<file path="src/rtl/icache_bank_req_scheduler.sv">
// Shares one instruction-cache bank request port between core fetch (CH0) and
// other L2 fetchers (CH1) using weighted round-robin, stall hold and credit limiting.
module icache_bank_req_scheduler #(
  parameter int ADDR_MEM_WIDTH  = 32,
  parameter int ID_WIDTH        = 6,
  parameter int WEIGHT_WIDTH    = 3,
  parameter int MAX_OUTSTANDING = 4,
  parameter int CNT_WIDTH       = 4
) (
  input  logic                      clk,
  input  logic                      rst,

  input  logic                      data_req_CH0_i,
  input  logic [ADDR_MEM_WIDTH-1:0] data_add_CH0_i,
  input  logic [ID_WIDTH-1:0]       data_ID_CH0_i,
  output logic                      data_gnt_CH0_o,

  input  logic                      data_req_CH1_i,
  input  logic [ADDR_MEM_WIDTH-1:0] data_add_CH1_i,
  input  logic [ID_WIDTH-1:0]       data_ID_CH1_i,
  output logic                      data_gnt_CH1_o,

  output logic                      data_req_o,
  output logic [ADDR_MEM_WIDTH-1:0] data_add_o,
  output logic [ID_WIDTH-1:0]       data_ID_o,
  input  logic                      data_gnt_i,
  input  logic                      data_r_valid_i,

  input  logic [WEIGHT_WIDTH-1:0]   cfg_weight_ch0_i,
  output logic [CNT_WIDTH-1:0]      outstanding_o,
  output logic                      err_underflow_o
);

  typedef enum logic [1:0] {IDLE, HOLD0, HOLD1} state_e;

  state_e                  state_q;
  logic [WEIGHT_WIDTH-1:0] wcnt_q, wcnt_d;
  logic [WEIGHT_WIDTH-1:0] weight_q;
  logic [CNT_WIDTH-1:0]    outst_q, outst_d;
  logic                    err_q, err_d;

  logic sel;
  logic req_sel;
  logic credit_ok;
  logic req_out;
  logic xfer;

  // Channel selection: HOLD states pin the channel until the bank accepts it.
  always_comb begin
    sel = 1'b0;
    case (state_q)
      HOLD0: sel = 1'b0;
      HOLD1: sel = 1'b1;
      default: begin
        if (data_req_CH1_i && !data_req_CH0_i)
          sel = 1'b1;
        else if (data_req_CH1_i && data_req_CH0_i)
          sel = !(wcnt_q < weight_q);
        else
          sel = 1'b0;
      end
    endcase
  end

  assign req_sel   = sel ? data_req_CH1_i : data_req_CH0_i;
  assign credit_ok = (outst_q < CNT_WIDTH'(MAX_OUTSTANDING));
  assign req_out   = !rst && credit_ok && req_sel;
  assign xfer      = req_out && data_gnt_i;

  assign data_req_o     = req_out;
  assign data_gnt_CH0_o = xfer && !sel;
  assign data_gnt_CH1_o = xfer && sel;

  always_comb begin
    data_add_o = data_add_CH0_i;
    data_ID_o  = data_ID_CH0_i;
    if (rst) begin
      data_add_o = '0;
      data_ID_o  = '0;
    end else if (req_out && sel) begin
      data_add_o = data_add_CH1_i;
      data_ID_o  = data_ID_CH1_i;
    end
  end

  // CH0 wins only count against the weight when CH1 was actually waiting.
  always_comb begin
    wcnt_d = wcnt_q;
    if (xfer && sel)
      wcnt_d = '0;
    else if (xfer && !sel && data_req_CH1_i && !(&wcnt_q))
      wcnt_d = wcnt_q + 1'b1;
  end

  // A response with nothing in flight is flagged, never wrapped.
  always_comb begin
    outst_d = outst_q;
    err_d   = err_q;
    if (xfer && !data_r_valid_i)
      outst_d = outst_q + 1'b1;
    else if (!xfer && data_r_valid_i) begin
      if (outst_q == '0)
        err_d = 1'b1;
      else
        outst_d = outst_q - 1'b1;
    end
  end

  always_ff @(posedge clk or posedge rst) begin
    if (rst) begin
      state_q  <= IDLE;
      wcnt_q   <= '0;
      weight_q <= '0;
      outst_q  <= '0;
      err_q    <= 1'b0;
    end else begin
      wcnt_q  <= wcnt_d;
      outst_q <= outst_d;
      err_q   <= err_d;
      case (state_q)
        IDLE: begin
          weight_q <= cfg_weight_ch0_i;
          if (req_sel && !xfer)
            state_q <= sel ? HOLD1 : HOLD0;
        end
        HOLD0: begin
          if (xfer || !data_req_CH0_i)
            state_q <= IDLE;
        end
        HOLD1: begin
          if (xfer || !data_req_CH1_i)
            state_q <= IDLE;
        end
        default: state_q <= IDLE;
      endcase
    end
  end

  assign outstanding_o   = outst_q;
  assign err_underflow_o = err_q;

endmodule

</file>
<file path="config.mk">
export PLATFORM = sky130hd
export DESIGN_NAME = icache_bank_req_scheduler
export DESIGN_NICKNAME = d
export VERILOG_FILES = /design/src/rtl/icache_bank_req_scheduler.sv
export SDC_FILE = /design/constraint.sdc
export NUM_CORES = 1
export LEC_CHECK = 0
export ABC_AREA = 1
export ABC_CLOCK_PERIOD_IN_PS = 6820
export CAP_MARGIN = 15
export CORE_MARGIN = 1.5
export CORE_UTILIZATION = 36
export CTS_CLUSTER_SIZE = 20
export DETAILED_ROUTE_END_ITERATION = 12
export PLACE_DENSITY = 0.89
export SYNTH_ARGS = -nofsm -noshare
export SYNTH_HDL_FRONTEND = slang
export SYNTH_SLANG_ARGS = --single-unit
</file>
<file path="constraint.sdc">
create_clock -name clk -period 6.82 [get_ports clk]
set_input_delay 1.705 -clock clk [delete_from_list [all_inputs] [get_ports clk]]
set_output_delay 1.705 -clock clk [all_outputs]
set_load 0.02 [all_outputs]
</file>
==> flow_metrics.tcl <==
set metrics [dict create \
    status "completed" \
    die_area_um2 4880 \
    drt_first_pass_iters 4 \
    drc_errors 0 \
    synth-seq-area-share_pct 20.2 \
    htreeDepth 1 \
    num_rows 24 \
    cpPeakStageDelay_ps 660 \
    arrival_ps 4290 \
    numCtsBuffers 3 \
    maxSlewHeadroom_pct 52.1 \
    port_buffers 130 \
    synth.cell_area_um2 1610 \
    synth.distinct_cells 25 \
    grt_overflow 0 \
    grt_first_pass_wirelength_um 9790 \
    netlist_instances 246 \
    clock_latency_ps 250 \
    nets 466 \
    synth.avg_cell_area_um2 6.54 \
    critPathKind "primary input to output port" \
    endpoint_kind "output port" \
    rsz0062_at_grt "no" \
    track_usage_pct 24.2 \
    start_util_pct 37.2 \
    die_h_um 69.8 \
    reg2reg_to "outstanding_o[3]" \
    required_ps 5120 \
    design_area_um2 2970 \
    postCtsSetupBuffers 0 \
    die_w_um 69.8 \
    synth_seq_cells 13 \
    layout-drive-gt1-share_pct 10.6 \
    setup_viol 0 \
    vias_per_cell 4.93 \
    period_share_pct 87.8 \
    clkTransAtPathRegs_ps 60 \
    grt_pass1_vias 1984 \
    max-clock-path-buffers 2 \
    core_region_area_um2 4320 \
    startpoint_type "primary input" \
    grt_max_degree 43 \
    cts_tree "yes" \
    synthToLayoutAreaGrowth_pct 84.7 \
    ir_drop_mv 0.195 \
    hpwlAfterDp_um 4520 \
    startpoint "data_req_CH1_i" \
    antenna_found_initial 0 \
    cts-resized-gates 0 \
    worstMarginPinSlew_ps 717 \
    place_area_um2 2920 \
    r2r-start "wcnt_q[2]" \
    most-common-layout-cells "130 x clkdlybuf4s50_1, 71 x nand2_1, 32 x nand3_1" \
    endpoint "data_add_o[30]" \
    gp_congestion 0.834 \
    pin_count 131 \
    layout_commonest_cell "clkdlybuf4s50_1" \
    finalCriticalPeriod_ps 5990 \
    first_iter_violations 142 \
    powerDensity_nw_per_um2 229 \
    fmax_mhz 167 \
    hold_viol 0 \
    yosys_warnings 0 \
    worstPathCellList "clkdlybuf4s50_1 > inv_2 > nor2_2 > nand2_2 > nand3_2 > nand3_2 > inv_2 > nand3_1 > a21oi_1 > clkdlybuf4s50_1" \
    r2r_slack_ps 4140 \
    totalWireLength_um 5720 \
    synth_fp_nets 343 \
    cts-root-buf "clkbuf_8" \
    tns_ps 0 \
    cellLeakagePower_nw 1.29 \
    seq_area_um2 325 \
    num_antenna_cells 0 \
    hold_buffers 0 \
    worstPathMaxFanout 39 \
    vias 2069 \
    slew_violations 0 \
    ant_nets 0 \
    crit_slowest_cell "clkdlybuf4s50_1" \
    hp-class "register to register" \
    n_fill_cell 373 \
    finalPower_mw 0.680 \
    wl_per_cell_um 13.6 \
    drv_cap 0 \
    clock-sinks 13 \
    finalClockSkew_ps 4.36 \
    reg2reg_depth 18 \
    multi_input_area_um2 1110 \
]
==> logic make-up after synthesis <==
family | Yosys count | share of synthesized area, %
AND/OR/NAND/NOR | 133 | 40.0
buffers and inverters | 37 | 10.7
AO/OA/AOI/OAI | 49 | 18.2
flip-flops | 13 | 20.2
adder cells (fa/ha/maj) | 12 | 9.81
XOR/XNOR | 2 | 1.09
==> worst max-delay path: cells and delay by family <==
family	cells	cell delay, ps
AND/OR/NAND/NOR	5	520
buffers and inverters	4	1830
AO/OA/AOI/OAI	1	220
==> flip-flops by register name, indices dropped and copies added, names as in the netlist <==
signal / flops
outstanding_o: 4
wcnt_q: 3
weight_q: 3
state_q: 2
err_underflow_o: 1
==> where the power goes <==
group          internal, mW  switching (mW)  total, mW  leakage, nW
clock network        0.0413          0.0282     0.0695       0.0228
registers             0.112          0.0315      0.144        0.159
logic                 0.198           0.268      0.467         1.10
total                 0.352           0.328      0.680         1.29
==> synthesized netlist by cell type <==
cell type	count	share of area [%]
ha_1	11	8.6
inv_2	4	0.93
a21oi_1	31	9.6
nand4_2	1	0.78
clkinv_1	1	0.23
nand4_1	4	1.6
buf_2	5	1.6
nand3_1	32	10
nand2_1	71	17
xnor2_1	2	1.1
nand2_2	2	0.78
buf_4	1	0.47
nor2_2	2	0.78
o211ai_1	1	0.47
fa_1	1	1.2
clkbuf_1	7	1.6
a22o_1	1	0.54
o21ai_0	5	1.6
dfrtp_1	13	20
buf_6	3	2.1
a21oi_2	10	5.4
nor2_1	9	2.1
a31o_2	1	0.54
inv_1	16	3.7
nand3_2	12	7.5
==> final cells by class <==
type | count | area share, %
clock buffer | 4 | 1.52
inverter | 21 | 2.65
sequential | 13 | 11.0
timing repair buffer | 134 | 45.3
tap | 52 | 2.19
multi-input combinational | 196 | 37.4
==> metrics by stage <==
stage	utilization, %	std cells	worst slack [ps]	hold WS [ps]
global placement	67.6	416	953	459
detailed placement	67.6	416	882	468
global route	68.7	420	628	514
CTS	68.7	420	869	482
floorplan	-	246	2040	442
finish	68.7	420	829	478
==> how the worst min path moves through the flow <==
| stage | startpoint | to | slack [ps] | cells after the start |
|---|---|---|---|---|
| floorplan | weight_q[0] | weight_q[0] | 440 | 2 |
| global placement | weight_q[0] | weight_q[0] | 460 | 2 |
| detailed placement | weight_q[0] | weight_q[0] | 470 | 2 |
| CTS | weight_q[0] | weight_q[0] | 480 | 2 |
| global route | err_underflow_o | err_underflow_o | 510 | 1 |
| finish | weight_q[0] | weight_q[0] | 480 | 2 |
==> routing by layer <==
metal	routed length [µm]	share of wire [%]	global-route usage [%]	vias up
met5	0	0	0	-
met4	46	0.80	3.21	0
met3	359	6.3	4.94	4
met2	2870	50	41.8	77
met1	2450	43	31.9	925
li1	-	-	-	1063
(Power assumes the default switching activity.)
